## config.mk

```make
export PLATFORM = sky130hd
export DESIGN_NAME = sound_ram_ctrl_flat
export DESIGN_NICKNAME = d
export VERILOG_FILES = /design/src/rtl/sound_ram_if.sv /design/src/rtl/sound_ram_ctrl.sv /design/src/flat_wrapper.sv
export SDC_FILE = /design/constraint.sdc
export NUM_CORES = 1
export LEC_CHECK = 0
export CAP_MARGIN = 20
export CORE_MARGIN = 2
export CORE_UTILIZATION = 35
export CTS_BUF_LIST = sky130_fd_sc_hd__clkbuf_16
export DETAILED_ROUTE_END_ITERATION = 8
export HOLD_SLACK_MARGIN = 0.15
export PLACE_DENSITY_LB_ADDON = 0.2
export SETUP_SLACK_MARGIN = 0.2
export SLEW_MARGIN = 20
export SYNTH_ARGS = -nofsm -noshare
export SYNTH_HDL_FRONTEND = slang
export SYNTH_SLANG_ARGS = --single-unit
```

## constraint.sdc

```tcl
create_clock -name clk -period 1.75 [get_ports clk]
set_clock_uncertainty 0.1 [all_clocks]
set_input_delay 0.175 -clock clk [delete_from_list [all_inputs] [get_ports clk]]
set_output_delay 0.175 -clock clk [all_outputs]
set_load 0.03 [all_outputs]
```

## src/rtl/sound_ram_if.sv

```systemverilog
// CPU-side bus of the sound RAM controller: request qualifiers, write data,
// registered read data and the ready/ack handshake.
interface sound_ram_if;
    logic [15:0] cpu_addr;
    logic        cpu_vma;
    logic        cpu_rw;
    logic        cpu_e;
    logic [7:0]  cpu_wdata;
    logic [7:0]  cpu_rdata;
    logic        cpu_ack;
    logic        cpu_ready;

    modport master (
        output cpu_addr, cpu_vma, cpu_rw, cpu_e, cpu_wdata,
        input  cpu_rdata, cpu_ack, cpu_ready
    );

    modport slave (
        input  cpu_addr, cpu_vma, cpu_rw, cpu_e, cpu_wdata,
        output cpu_rdata, cpu_ack, cpu_ready
    );
endinterface

```

## src/rtl/sound_ram_ctrl.sv

```systemverilog
// Bridges a strobed 8-bit CPU bus onto a 128-byte registered RAM window.
// Optional power-up zero fill of the RAM is enabled by defining SOUND_RAM_CLEAR_EN.
module sound_ram_ctrl #(
    parameter logic [15:0] BASE_ADDR = 16'h0000
) (
    input  logic        clk,
    input  logic        rst_n,
    sound_ram_if.slave  bus,
    output logic [6:0]  ram_address,
    output logic        ram_cs,
    output logic        ram_rw,
    output logic [7:0]  ram_wdata,
    input  logic [7:0]  ram_rdata,
    output logic        clear_done
);

    typedef enum logic [2:0] {
        ST_CLEAR = 3'd0,
        ST_IDLE  = 3'd1,
        ST_WRITE = 3'd2,
        ST_READ1 = 3'd3,
        ST_READ2 = 3'd4
    } state_t;

    state_t      state_r, state_s;
    logic [6:0]  ram_address_r, ram_address_s;
    logic        ram_cs_r, ram_cs_s;
    logic        ram_rw_r, ram_rw_s;
    logic [7:0]  ram_wdata_r, ram_wdata_s;
    logic [7:0]  cpu_rdata_r, cpu_rdata_s;
    logic        cpu_ack_r, cpu_ack_s;
    logic        hit_s;

`ifdef SOUND_RAM_CLEAR_EN
    logic [7:0]  clr_cnt_r, clr_cnt_s;
    logic        clear_done_r, clear_done_s;
    localparam state_t RESET_STATE = ST_CLEAR;
`else
    localparam state_t RESET_STATE = ST_IDLE;
`endif

    assign bus.cpu_ready = (state_r == ST_IDLE);
    assign hit_s = bus.cpu_e & bus.cpu_vma & bus.cpu_ready &
                   (bus.cpu_addr[15:7] == BASE_ADDR[15:7]);

    // Next-state and next-output decode; ram_cs defaults low so it can only
    // pulse for one cycle per accepted request.
    always_comb begin
        state_s       = state_r;
        ram_address_s = ram_address_r;
        ram_cs_s      = 1'b0;
        ram_rw_s      = 1'b1;
        ram_wdata_s   = ram_wdata_r;
        cpu_rdata_s   = cpu_rdata_r;
        cpu_ack_s     = 1'b0;
`ifdef SOUND_RAM_CLEAR_EN
        clr_cnt_s     = clr_cnt_r;
        clear_done_s  = clear_done_r;
`endif
        case (state_r)
            ST_IDLE: begin
                if (hit_s) begin
                    ram_cs_s      = 1'b1;
                    ram_rw_s      = bus.cpu_rw;
                    ram_address_s = bus.cpu_addr[6:0];
                    if (bus.cpu_rw) begin
                        state_s = ST_READ1;
                    end else begin
                        ram_wdata_s = bus.cpu_wdata;
                        state_s     = ST_WRITE;
                    end
                end else begin
                    state_s = ST_IDLE;
                end
            end
            ST_WRITE: begin
                cpu_ack_s = 1'b1;
                state_s   = ST_IDLE;
            end
            ST_READ1: begin
                state_s = ST_READ2;
            end
            ST_READ2: begin
                cpu_rdata_s = ram_rdata;
                cpu_ack_s   = 1'b1;
                state_s     = ST_IDLE;
            end
`ifdef SOUND_RAM_CLEAR_EN
            ST_CLEAR: begin
                // Counter bit 7 marks that all 128 locations have been written.
                if (!clr_cnt_r[7]) begin
                    ram_cs_s      = 1'b1;
                    ram_rw_s      = 1'b0;
                    ram_address_s = clr_cnt_r[6:0];
                    ram_wdata_s   = 8'h00;
                    clr_cnt_s     = clr_cnt_r + 8'd1;
                end else begin
                    clear_done_s = 1'b1;
                    state_s      = ST_IDLE;
                end
            end
`endif
            default: begin
                state_s = ST_IDLE;
            end
        endcase
    end

    // State and output registers; reset abandons any access in flight.
    always_ff @(posedge clk or negedge rst_n) begin
        if (!rst_n) begin
            state_r       <= RESET_STATE;
            ram_address_r <= 7'd0;
            ram_cs_r      <= 1'b0;
            ram_rw_r      <= 1'b1;
            ram_wdata_r   <= 8'h00;
            cpu_rdata_r   <= 8'h00;
            cpu_ack_r     <= 1'b0;
`ifdef SOUND_RAM_CLEAR_EN
            clr_cnt_r     <= 8'd0;
            clear_done_r  <= 1'b0;
`endif
        end else begin
            state_r       <= state_s;
            ram_address_r <= ram_address_s;
            ram_cs_r      <= ram_cs_s;
            ram_rw_r      <= ram_rw_s;
            ram_wdata_r   <= ram_wdata_s;
            cpu_rdata_r   <= cpu_rdata_s;
            cpu_ack_r     <= cpu_ack_s;
`ifdef SOUND_RAM_CLEAR_EN
            clr_cnt_r     <= clr_cnt_s;
            clear_done_r  <= clear_done_s;
`endif
        end
    end

    assign ram_address   = ram_address_r;
    assign ram_cs        = ram_cs_r;
    assign ram_rw        = ram_rw_r;
    assign ram_wdata     = ram_wdata_r;
    assign bus.cpu_rdata = cpu_rdata_r;
    assign bus.cpu_ack   = cpu_ack_r;
`ifdef SOUND_RAM_CLEAR_EN
    assign clear_done    = clear_done_r;
`else
    assign clear_done    = 1'b1;
`endif

endmodule

```

## src/flat_wrapper.sv

```systemverilog
// flat-port wrapper written by rule: the top's interface ports become plain ports
module sound_ram_ctrl_flat 
#(
    parameter logic [15:0] BASE_ADDR = 16'h0000
)
  (clk, rst_n, ram_address, ram_cs, ram_rw, ram_wdata, ram_rdata, clear_done, bus_cpu_addr, bus_cpu_vma, bus_cpu_rw, bus_cpu_e, bus_cpu_wdata, bus_cpu_rdata, bus_cpu_ack, bus_cpu_ready);
  sound_ram_if bus_i ();
  input  logic clk;
  input  logic rst_n;
  output logic [6:0] ram_address;
  output logic ram_cs;
  output logic ram_rw;
  output logic [7:0] ram_wdata;
  input  logic [7:0] ram_rdata;
  output logic clear_done;
  input wire logic [$bits(bus_i.cpu_addr)-1:0] bus_cpu_addr;
  input wire logic [$bits(bus_i.cpu_vma)-1:0] bus_cpu_vma;
  input wire logic [$bits(bus_i.cpu_rw)-1:0] bus_cpu_rw;
  input wire logic [$bits(bus_i.cpu_e)-1:0] bus_cpu_e;
  input wire logic [$bits(bus_i.cpu_wdata)-1:0] bus_cpu_wdata;
  output wire logic [$bits(bus_i.cpu_rdata)-1:0] bus_cpu_rdata;
  output wire logic [$bits(bus_i.cpu_ack)-1:0] bus_cpu_ack;
  output wire logic [$bits(bus_i.cpu_ready)-1:0] bus_cpu_ready;
  assign bus_i.cpu_addr = bus_cpu_addr;
  assign bus_i.cpu_vma = bus_cpu_vma;
  assign bus_i.cpu_rw = bus_cpu_rw;
  assign bus_i.cpu_e = bus_cpu_e;
  assign bus_i.cpu_wdata = bus_cpu_wdata;
  assign bus_cpu_rdata = bus_i.cpu_rdata;
  assign bus_cpu_ack = bus_i.cpu_ack;
  assign bus_cpu_ready = bus_i.cpu_ready;
  sound_ram_ctrl #(.BASE_ADDR(BASE_ADDR)) u_core (.clk(clk), .rst_n(rst_n), .bus(bus_i), .ram_address(ram_address), .ram_cs(ram_cs), .ram_rw(ram_rw), .ram_wdata(ram_wdata), .ram_rdata(ram_rdata), .clear_done(clear_done));
endmodule
```

Word-level counts from Yosys, hierarchy flattened
Cells that the tools add are included.

word-level totals
  logic and storage cells = 27
  bits in latches = 0
  RAM bits = 0
  memories kept = 0
  memory bits (read-only) = 0
  bits of input ports = 37
  output and inout port bits = 28
  register bits after elaboration = 29

operators by class
  bitwise operators = 4
  shift operators = 0
  equality and inequality tests = 4
  multiplexer cells = 8
  add/sub/neg operators = 0
  reductions and logical operators = 4
  div/mod/pow operators = 0
  order comparisons = 0
  multipliers = 0

operator list
  operator            count
  $logic_not 9->1     1
  $eq 3x2->1 const B  2
  $mux 1              6
  $pmux 3 s2          1
  $and 1x1->1         3
  $eq 3x1->1 const B  1
  $eq 3x3->1 const B  1
  $reduce_and 3->1    1
  $mux 2              1
  $reduce_and 2->1    1
  $reduce_or 2->1     1
  $not 1->1           1

Depth between registers and ports, before layout
Gate-level depths: netlist of the first run.

  depth after elaboration = 5
  mapped depth = 4
  mapped depth without buffers = 3

Least setup slack after synthesis of the first run
Ideal clock, no wire load.

  path kind = register to register
  start = register u_core.state_r[0]
  end = register u_core.ram_wdata_r[0] (netlist: u_core.ram_wdata[0])
  data required time = 1.525 ns
  clock period less this slack = 1.631 ns
  setup time = 0.125 ns
  stages on the path, launching flop included = 5
  path buffers = 1
  slack = 0.119 ns
  arrival time = 1.406 ns
  path through = dfstp_2 nor4b_4 and4_1 buf_6 mux2_4

on the way
  word-level cells in the longest chain between the ends = 4

RTL lines
  element                                RTL line                                    text
  start, declared                        sound_ram_ctrl.sv:25                        state_t state_r, state_s;
  start signal, assigned                 sound_ram_ctrl.sv:124                       state_r <= state_s;
  $eq 3x1->1 (*)                         sound_ram_ctrl.sv:42, sound_ram_ctrl.sv:60
  $and 1x1->1 (2 in a row)               sound_ram_ctrl.sv:43                        assign hit_s = bus.cpu_e & bus.cpu_vma & bus.cpu_ready &
  $reduce_and 3->1 (no source line) (*)  --
  end signal, assigned                   sound_ram_ctrl.sv:128                       ram_wdata_r <= ram_wdata_s;
  end, declared                          sound_ram_ctrl.sv:29                        logic [7:0] ram_wdata_r, ram_wdata_s;

Mark *: on every way between the ends. The rest lies on a longest branch, timed or not.
A chain may end at the register's enable or synchronous reset.

Worst setup path in the final report of the first run
  start = register u_core.state_r[0]
  end = register u_core.ram_wdata_r[2] (netlist: u_core.ram_wdata[2])

The elaborated chain is that of the path after synthesis.

==> results of run 1 <==
==> flip-flops by register name (all words and copies together) (netlist names) <==
| signal | flops |
|---|---|
| u_core.ram_wdata | 8 |
| u_core.ram_address | 7 |
| u_core.bus.cpu_ack | 1 |
| u_core.ram_cs | 1 |
| u_core.ram_rw | 1 |
| u_core.bus.cpu_rdata | 8 |
| u_core.state_r | 3 |
==> worst max-delay path: cells and delay by family, from the launching register on <==
kind | cells | cell delay, ns
mux | 1 | 0.31
buf+inv | 1 | 0.14
simple gates | 2 | 0.50
flops | 1 | 0.54
==> worst paths after layout <==
| path | start | end | slack, ns | cells after the start |
|---|---|---|---|---|
| setup / recovery | u_core.state_r[0] | u_core.ram_wdata[2] | 0.04 | 4 |
| hold / removal | rst_n | u_core.bus.cpu_rdata[6] | 0.19 | 2 |
| setup reg to reg | u_core.state_r[0] | u_core.ram_wdata[2] | 0.04 | 4 |
| hold reg to reg | u_core.bus.cpu_rdata[5] | u_core.bus.cpu_rdata[5] | 0.39 | 1 |
| max in group asynchronous | rst_n | u_core.state_r[0] | 1.05 | 2 |
| min in group clk | u_core.bus.cpu_rdata[5] | u_core.bus.cpu_rdata[5] | 0.39 | 1 |
==> kinds of logic (layout without fill, tap and decap cells) <==
group,Yosys count,in the layout,share of synthesized area
muxes,23,23,0.258
DFF,29,29,0.596
other,1,1,0.00307
xor gates and xnor gates,1,1,0.00717
buffers and inverters,4,79,0.0277
and+or+nand+nor,13,13,0.108
==> layout make-up <==
cell class	count	area [um2]
Timing Repair Buffer	70	682
Clock buffer	5	125
Sequential cell	29	728
Inverter	1	3.75
Clock inverter	3	11.3
Tap cell	46	57.6
Multi-Input combinational cell	38	464
Fill cell	285	1260
==> power breakdown <==
group,leakage [nW],internal (mW),switching (mW),total (mW)
Sequential,0.398,0.677,0.00205,0.679
Combinational,0.619,0.0847,0.0431,0.128
Clock,0.0738,0.507,0.253,0.761
Total,1.09,1.27,0.299,1.57
==> layout by cell type, fill, tap and decap left out <==
cell type	Yosys	final
buf_4	1	5
nor2_1	3	3
nor4_4	1	1
clkdlybuf4s50_1	0	36
nor3_1	1	1
clkbuf_16	0	5
conb_1	1	1
and2_2	1	1
and4bb_2	1	1
buf_12	0	2
clkbuf_2	0	1
and4_2	1	1
dlymetal6s2s_1	0	3
dfstp_2	2	2
nor3b_2	1	1
clkinv_1	0	1
dlygate4sd2_1	0	23
and3b_2	1	1
mux2_2	8	8
mux2_4	15	15
dfrtp_1	27	27
inv_1	1	3
xnor2_1	1	1
and4_4	0	2
nor4b_4	1	1
==> per-layer routing <==
layer,share of wire,track usage
met5,0,0
met4,0.018,0.0667
met2,0.51,0.241
met3,0.075,0.0482
met1,0.40,0.170
==> timing repair <==
action / 4_1_cts / 5_1_grt
pin swaps: 0 / 1
setup endpoints to repair: 39 / 19
gates resized for setup: 24 / 7
==> results by group, run 1 <==
Status
  – Status: finished, final reports clean

GRT
  – Largest net degree at the start of global routing: 30
  – GRT overflow: 0
  – GRT Util Overall: 0.145
  – Vias in the first global route: slightly above 900
  – First-pass GRT wire length: ~4.4 mm
  – Initial antenna violation count: 0

Synthesis
  – Post-synthesis cell area: roughly 0.0012 mm2
  – Mapped Cells: 71
  – Synth top area share: 0.553
  – Ys Warns: 0
  – Ys async rst share: 1.00
  – Sequential cell area fraction in the yosys report: 0.596
  – Post-synth EDFFs: 0
  – Syn nets: 108
  – Most area-hungry cell type in the Yosys netlist: dfrtp_1
  – Top cells by count, synth: 27 x dfrtp_1, 15 x mux2_4, 8 x mux2_2
  – Avg Synthesized Cell Area: about 17 um2
  – Most frequent cell after synthesis: dfrtp_1
  – FF+latch count, synth: 29
  – Main synth FF type: dfrtp_1
  – Top cells by area, synth: dfrtp_1 55%, mux2_4 18%, mux2_2 7.4%
  – Synth unique cells: 19

Floorplanning
  – Die area: between 0.003 and 0.004 mm2
  – Die width: ~63 um
  – # IOs: 65
  – Die H: about 63 um
  – Initial core utilization: 0.366
  – Core region area: between 0.003 and 0.004 mm2
  – Row count: 21

Layout
  – Ant diodes: 0
  – Post-route cell area: approximately 0.0021 mm2
  – Layout cell share with drive strength beyond 1: 0.322
  – Final core occ: 0.621
  – Synthesis-to-finish area growth: 69.7%
  – Finished Layout Cells: approximately 190
  – Layout net count: 182

STA
  – Endpoints failing hold: 0
  – Slew Limit Fails: 0
  – Final worst setup slack: roughly 0.045 ns
  – Final TNS setup: 0 ns
  – Hold_ws: just under 0.2 ns
  – Fmax: 586 MHz
  – Final period utilization: 0.974
  – Endpoints failing setup: 0
  – Post-layout min period: roughly 1.7 ns
  – RSZ-0062 raised after global routing: true

Drt
  – DR pass1 iterations: 2
  – WL/cell: between 10 and 15 um
  – Iteration-0 DRC Markers: 17
  – DRC errors left: 0
  – Drt total wl: between 2 and 3 mm
  – Vias/cell: between 4 and 5
  – Post-route ant nets: 0
  – Via Count: between 800 and 900

Critical path
  – Req. time, crit path: ~1.8 ns
  – CP Launch Type: flip-flop
  – CP endpoint kind: flip-flop
  – Crit Path Category: flip-flop to flip-flop
  – Largest stage delay, worst path: around 0.54 ns
  – Max Fanout on Critical Path: 10
  – Slowest cell on the critical path: dfstp_2
  – Worst path cell trace: nor4b_4 -> and4_4 -> buf_12 -> mux2_4
  – Worst EP arrival: 1.75 ns

Clocking
  – Setup Fix Bufs, Post-CTS: 0
  – CTS tree: built
  – TritonCTS Sinks: 29
  – CTS clock-pin slew for the worst setup and hold paths: 0.04 ns
  – Clock Latency Late Sink: 0.26 ns
  – Max Buffers Root-to-Sink: 2
  – CTS HTree Levels: 2
  – Num CTS Buffers: 5
  – Root Driver: clkbuf_16
  – # hold bufs at CTS: 0

Placement
  – Port Buf Inserts: 63
  – DP Cell Count: 184
  – Pre-CTS WS: -0.154 ns
  – Gpl congestion: 0.681
  – Cell area after placement: between 0.0015 and 0.002 mm2
  – Detailed Place HPWL: around 2.0 mm

Pwr
  – Worst IR Drop VDD: roughly 400 uV
  – Static leakage power: 1.09 nW
  – Power consumption: around 1.6 mW
  – Power per Cell Area: ~760 mW/mm2

Run
  – Max cap viols: 0

Worst hold path
  – Min-delay worst type: input port to asynchronous set/reset pin
Note: power is estimated with default switching activity, not from simulation.
==> run 2, diff against run 1 <==
--- a/config.mk
+++ b/config.mk
@@ -13,6 +13,7 @@
 export HOLD_SLACK_MARGIN = 0.15
 export PLACE_DENSITY_LB_ADDON = 0.2
 export SETUP_SLACK_MARGIN = 0.2
+export SKIP_CTS_REPAIR_TIMING = 1
 export SLEW_MARGIN = 20
 export SYNTH_ARGS = -nofsm -noshare
 export SYNTH_HDL_FRONTEND = slang
==> results by group, run 2 (synthesis gave the netlist of run 1 again) <==
GRT
  – Largest net degree at the start of global routing: 30 (unchanged)
  – GRT Util Overall: 0.144 (-0.00115)
  – GRT overflow: 0 (unchanged)
  – Vias in the first global route: 919 (-0.76%)
  – First-pass GRT wire length: 4.37 mm (-0.95%)
  – Initial antenna violation count: 0 (unchanged)

Placement
  – Cell area after placement: 0.00196 mm2 (unchanged)
  – Gpl congestion: 0.681 (unchanged)
  – Port Buf Inserts: 63 (unchanged)
  – Detailed Place HPWL: 1.98 mm (unchanged)

Layout
  – Layout cell share with drive strength beyond 1: 0.322 (unchanged)
  – Most frequent cells in the layout: 36 x clkdlybuf4s50_1, 27 x dfrtp_1, 26 x dlymetal6s2s_1
  – Layout net count: 182 (unchanged)
  – Ant diodes: 0 (unchanged)
  – Most common cell after layout, fill and taps aside: clkdlybuf4s50_1
  – Post-route cell area: 0.00216 mm2 (+4.2%)
  – Layout fillers: 260 (-8.8%)
  – Synthesis-to-finish area growth: 76.7%

STA
  – RSZ-0062 raised after global routing: true
  – Fmax: 586 MHz (about the same)
  – Post-layout min period: 1.71 ns (+0.00162 ns)
  – Hold_ws: 0.195 ns (+0.000882 ns)
  – Final TNS setup: 0 ns (unchanged)
  – Endpoints failing setup: 0 (unchanged)
  – Endpoints failing hold: 0 (unchanged)
  – Slew Limit Fails: 0 (unchanged)
  – Final period utilization: 0.975 (about the same)

Critical path
  – Req. time, crit path: 1.79 ns (about the same)
  – Worst EP arrival: 1.75 ns (about the same)
  – CP endpoint kind: flip-flop
  – Max Fanout on Critical Path: 10 (unchanged)
  – Crit Path Category: flip-flop to flip-flop
  – CP Launch Type: flip-flop

Run
  – Max cap viols: 0 (unchanged)

Clocking
  – CTS HTree Levels: 2 (unchanged)
  – Max Buffers Root-to-Sink: 2 (unchanged)
  – Root Driver: clkbuf_16
  – Num CTS Buffers: 5 (unchanged)
  – TritonCTS Sinks: 29 (unchanged)
  – Clock Latency Late Sink: 0.26 ns (about the same)
  – CTS tree: built
  – CTS clock-pin slew for the worst setup and hold paths: 0.05 ns (about the same)

Drt
  – DR pass1 iterations: 4 (+2)
  – Vias/cell: 4.56 (+0.81%)
  – DRC errors left: 0 (unchanged)
  – Post-route ant nets: 0 (unchanged)
  – Drt total wl: 2.72 mm (+4.3%)
  – Iteration-0 DRC Markers: 17 (unchanged)
  – WL/cell: 14.2 um (+4.3%)
  – Via Count: 876 (+0.81%)

Pwr
  – Combinational group share of total power: 0.083 (about the same)
  – Switching share of power: 0.192 (+0.00123)
  – Clock power share: 0.485 (about the same)
  – Worst IR Drop VDD: 404 uV (+1.9%)
  – Static leakage power: 1.40 nW (+28%)
  – Psw: 0.301 mW (+0.98%)
  – Power per Cell Area: 728 mW/mm2 (-3.7%)
  – Power consumption: 1.57 mW (+0.33%)
  – Internal Pwr Total: 1.27 mW (+0.18%)
  – Flop pwr share: 0.432 (about the same)

Floorplanning
  – Die H: 63.1 um (unchanged)
  – Die width: 63.1 um (unchanged)
  – Row count: 21 (unchanged)
  – Initial core utilization: 0.366 (unchanged)
  – Die area: 0.00398 mm2 (unchanged)
  – Core region area: 0.00334 mm2 (unchanged)
  – # IOs: 65 (unchanged)

Status
  – Status: finished, final reports clean

Worst hold path
  – Min-delay worst type: input port to asynchronous set/reset pin
-- run 2: cell types whose count changed in the layout (fill, tap and decap cells not counted) --
cell,previous run,this run
dlymetal6s2s_1,3,26
dlygate4sd2_1,23,0
-- run 2: path summary, 6_finish.rpt --
kind | slack [ns] | cells after the start | endpoint | startpoint
worst max-delay path | 0.04 | 4 | u_core.ram_wdata[2] | u_core.state_r[0]
worst min-delay path | 0.19 | 2 | u_core.bus.cpu_rdata[6] | rst_n
worst max register to register | 0.04 | 4 | u_core.ram_wdata[2] | u_core.state_r[0]
min in group clk | 0.39 | 1 | u_core.bus.cpu_rdata[5] | u_core.bus.cpu_rdata[5]
worst min register to register | 0.39 | 1 | u_core.bus.cpu_rdata[5] | u_core.bus.cpu_rdata[5]
max in group asynchronous | 1.04 | 2 | u_core.state_r[0] | rst_n
-- run 2: cell type report --
type,count,area (um2),area share
clock buffer,5,125,0.0580
clock inverter,3,11.3,0.00522
inverter,1,3.75,0.00174
multi-input combinational,38,464,0.215
sequential,29,728,0.337
tap,46,57.6,0.0267
timing repair buffer,70,768,0.356
-- run 2: power groups by stage --
stage                     registers, mW  clock network (mW)  logic (mW)
after floorplan                   0.697                   0      0.0163
after global placement            0.689                   0       0.131
after detailed placement          0.689                   0       0.131
after CTS                         0.679               0.785       0.132
after global routing              0.678               0.823       0.140
final                             0.679               0.763       0.131
-- run 2: critical path, cell delays in order, from the launching register on --
cell and delay, ns:
dfstp_2 0.54, nor4b_4 0.23, and4_4 0.27, buf_12 0.14
mux2_4 0.31
-- run 2: metrics by stage --
step            util  setup WS, ns  instances
2_1_floorplan      -         0.121         71
3_3_place_gp   0.586        -0.110        184
3_5_place_dp   0.586        -0.154        184
4_1_cts        0.627        -0.174        192
5_1_grt        0.647       -0.0271        192
6_report       0.647        0.0431        192
-- run 2: metal layers --
| metal | GRT usage | up-vias | part of all wire |
|---|---|---|---|
| li1 | - | 398 | - |
| met1 | 0.171 | 430 | 0.40 |
| met2 | 0.235 | 42 | 0.51 |
| met3 | 0.0482 | 6 | 0.070 |
| met4 | 0.0667 | 0 | 0.017 |
| met5 | 0 | - | 0 |
==> run 3, diff against run 2 <==
--- a/config.mk
+++ b/config.mk
@@ -6,9 +6,12 @@
 export NUM_CORES = 1
 export LEC_CHECK = 0
 export CAP_MARGIN = 20
+export CELL_PAD_IN_SITES_DETAIL_PLACEMENT = 1
+export CELL_PAD_IN_SITES_GLOBAL_PLACEMENT = 1
 export CORE_MARGIN = 2
-export CORE_UTILIZATION = 35
+export CORE_UTILIZATION = 27
 export CTS_BUF_LIST = sky130_fd_sc_hd__clkbuf_16
+export CTS_CLUSTER_SIZE = 8
 export DETAILED_ROUTE_END_ITERATION = 8
 export HOLD_SLACK_MARGIN = 0.15
 export PLACE_DENSITY_LB_ADDON = 0.2
==> results by group, run 3 (synthesis gave the netlist of run 1 again) <==
Layout
  – Synthesis-to-finish area growth: 79.9%
  – Most frequent cells in the layout: 36 x clkdlybuf4s50_1, 27 x dfrtp_1, 26 x dlymetal6s2s_1
  – Layout cell share with drive strength beyond 1: 0.336 (+0.0137)
  – Finished Layout Cells: 198 (+3.1%)
  – Post-route cell area: 0.00220 mm2 (+1.8%)
  – Most common cell after layout, fill and taps aside: clkdlybuf4s50_1
  – Ant diodes: 0 (unchanged)
  – Layout net count: 182 (unchanged)

Drt
  – Drt total wl: 2.89 mm (+6.3%)
  – DRC errors left: 0 (unchanged)
  – WL/cell: 14.6 um (+3.1%)
  – Iteration-0 DRC Markers: 43 (+26)
  – DR pass1 iterations: 3 (-1)
  – Post-route ant nets: 0 (unchanged)
  – Vias/cell: 4.28 (-6.2%)
  – Via Count: 847 (-3.3%)

STA
  – Endpoints failing hold: 0 (unchanged)
  – Fmax: 587 MHz (+0.27%)
  – RSZ-0062 raised after global routing: true
  – Post-layout min period: 1.70 ns (-0.00467 ns)
  – Final period utilization: 0.973 (-0.00267)
  – Slew Limit Fails: 0 (unchanged)
  – Final TNS setup: 0 ns (unchanged)
  – Endpoints failing setup: 0 (unchanged)

Placement
  – Port Buf Inserts: 63 (unchanged)
  – Detailed Place HPWL: 2.08 mm (+5.0%)
  – DP Cell Count: 190 (+3.3%)
  – Cell area after placement: 0.00196 mm2 (+0.38%)
  – Gpl congestion: 0.710 (+4.2%)

GRT
  – Initial antenna violation count: 0 (unchanged)
  – First-pass GRT wire length: 4.77 mm (+9.1%)
  – GRT Util Overall: 0.126 (-0.0182)
  – GRT overflow: 0 (unchanged)
  – Vias in the first global route: 933 (+1.5%)
  – Largest net degree at the start of global routing: 30 (unchanged)

Clocking
  – Num CTS Buffers: 5 (unchanged)
  – CTS clock-pin slew for the worst setup and hold paths: 0.05 ns (about the same)
  – Clock Latency Late Sink: 0.27 ns (about the same)
  – TritonCTS Sinks: 29 (unchanged)
  – CTS tree: built
  – Root Driver: clkbuf_16
  – CTS HTree Levels: 2 (unchanged)
  – Max Buffers Root-to-Sink: 2 (unchanged)

Pwr
  – Switching share of power: 0.183 (-0.00877)
  – Clock power share: 0.535 (+0.050)
  – Flop pwr share: 0.390 (-0.042)
  – Worst IR Drop VDD: 437 uV (+8.3%)
  – Psw: 0.318 mW (+5.6%)
  – Static leakage power: 1.41 nW (+0.85%)
  – Internal Pwr Total: 1.42 mW (+12%)
  – Combinational group share of total power: 0.075 (-0.008)
  – Power per Cell Area: 792 mW/mm2 (+8.7%)

Floorplanning
  – Initial core utilization: 0.280 (-0.0855)
  – Core region area: 0.00435 mm2 (+30%)
  – Die H: 71.3 um (+13%)
  – Die width: 71.3 um (+13%)
  – Row count: 24 (+14%)
  – # IOs: 65 (unchanged)
  – Die area: 0.00508 mm2 (+28%)

Critical path
  – Max Fanout on Critical Path: 10 (unchanged)
  – Crit Path Category: flip-flop to flip-flop
  – Req. time, crit path: 1.80 ns (about the same)
  – Worst EP arrival: 1.76 ns (about the same)
  – CP Launch Type: flip-flop
  – CP endpoint kind: flip-flop

Run
  – Max cap viols: 0 (unchanged)

Status
  – Status: finished, final reports clean

Worst hold path
  – Min-delay worst type: input port to asynchronous set/reset pin
[run 3: power groups by stage]
stage          Combinational (mW)  Clock (mW)  Sequential, mW
5_1_grt                     0.141       0.990           0.678
3_3_place_gp                0.130           0           0.689
4_1_cts                     0.132       0.956           0.678
6_report                    0.130       0.931           0.678
3_5_place_dp                0.132           0           0.689
2_1_floorplan              0.0163           0           0.697
[run 3: path summary, 6_finish.rpt]
check	slack (ns)	start	to	cells past startpoint
worst max-delay path	0.05	u_core.state_r[0]	u_core.ram_wdata[3]	4
worst min-delay path	0.19	rst_n	u_core.ram_address[6]	2
worst max register to register	0.05	u_core.state_r[0]	u_core.ram_wdata[3]	4
worst min register to register	0.40	u_core.bus.cpu_rdata[3]	u_core.bus.cpu_rdata[3]	1
max in group asynchronous	1.05	rst_n	u_core.ram_rw	2
min in group clk	0.40	u_core.bus.cpu_rdata[3]	u_core.bus.cpu_rdata[3]	1
[run 3: metal layers]
layer	track usage	part of all wire	up-vias	wire length, um
met5	0	0	-	0
met4	0.0755	0.014	0	41
met3	0.0464	0.094	6	273
met2	0.181	0.46	50	1330
met1	0.162	0.43	394	1240
li1	-	-	397	-
[run 3: final cells by class]
type	count	area (um2)
Multi-Input combinational cell	38	469
Sequential cell	29	728
Tap cell	52	65.1
Inverter	1	3.75
Clock inverter	3	37.5
Fill cell	449	2160
Timing Repair Buffer	70	768
Clock buffer	5	125
[run 3: critical path: stages, from the launching register on]
cell and delay [ns]:
dfstp_2 0.55, nor4b_4 0.23, and4_4 0.27, buf_12 0.14
mux2_4 0.30
[run 3: per-stage QoR]
stage          setup WS, ns  hold WS (ns)   util  power, mW
2_1_floorplan         0.121        -0.221      -      0.713
3_3_place_gp         -0.146         0.390  0.451      0.819
3_5_place_dp         -0.145         0.396  0.451      0.820
4_1_cts              -0.190         0.202  0.489       1.77
5_1_grt             -0.0147         0.245  0.505       1.81
6_report             0.0478         0.192  0.505       1.74
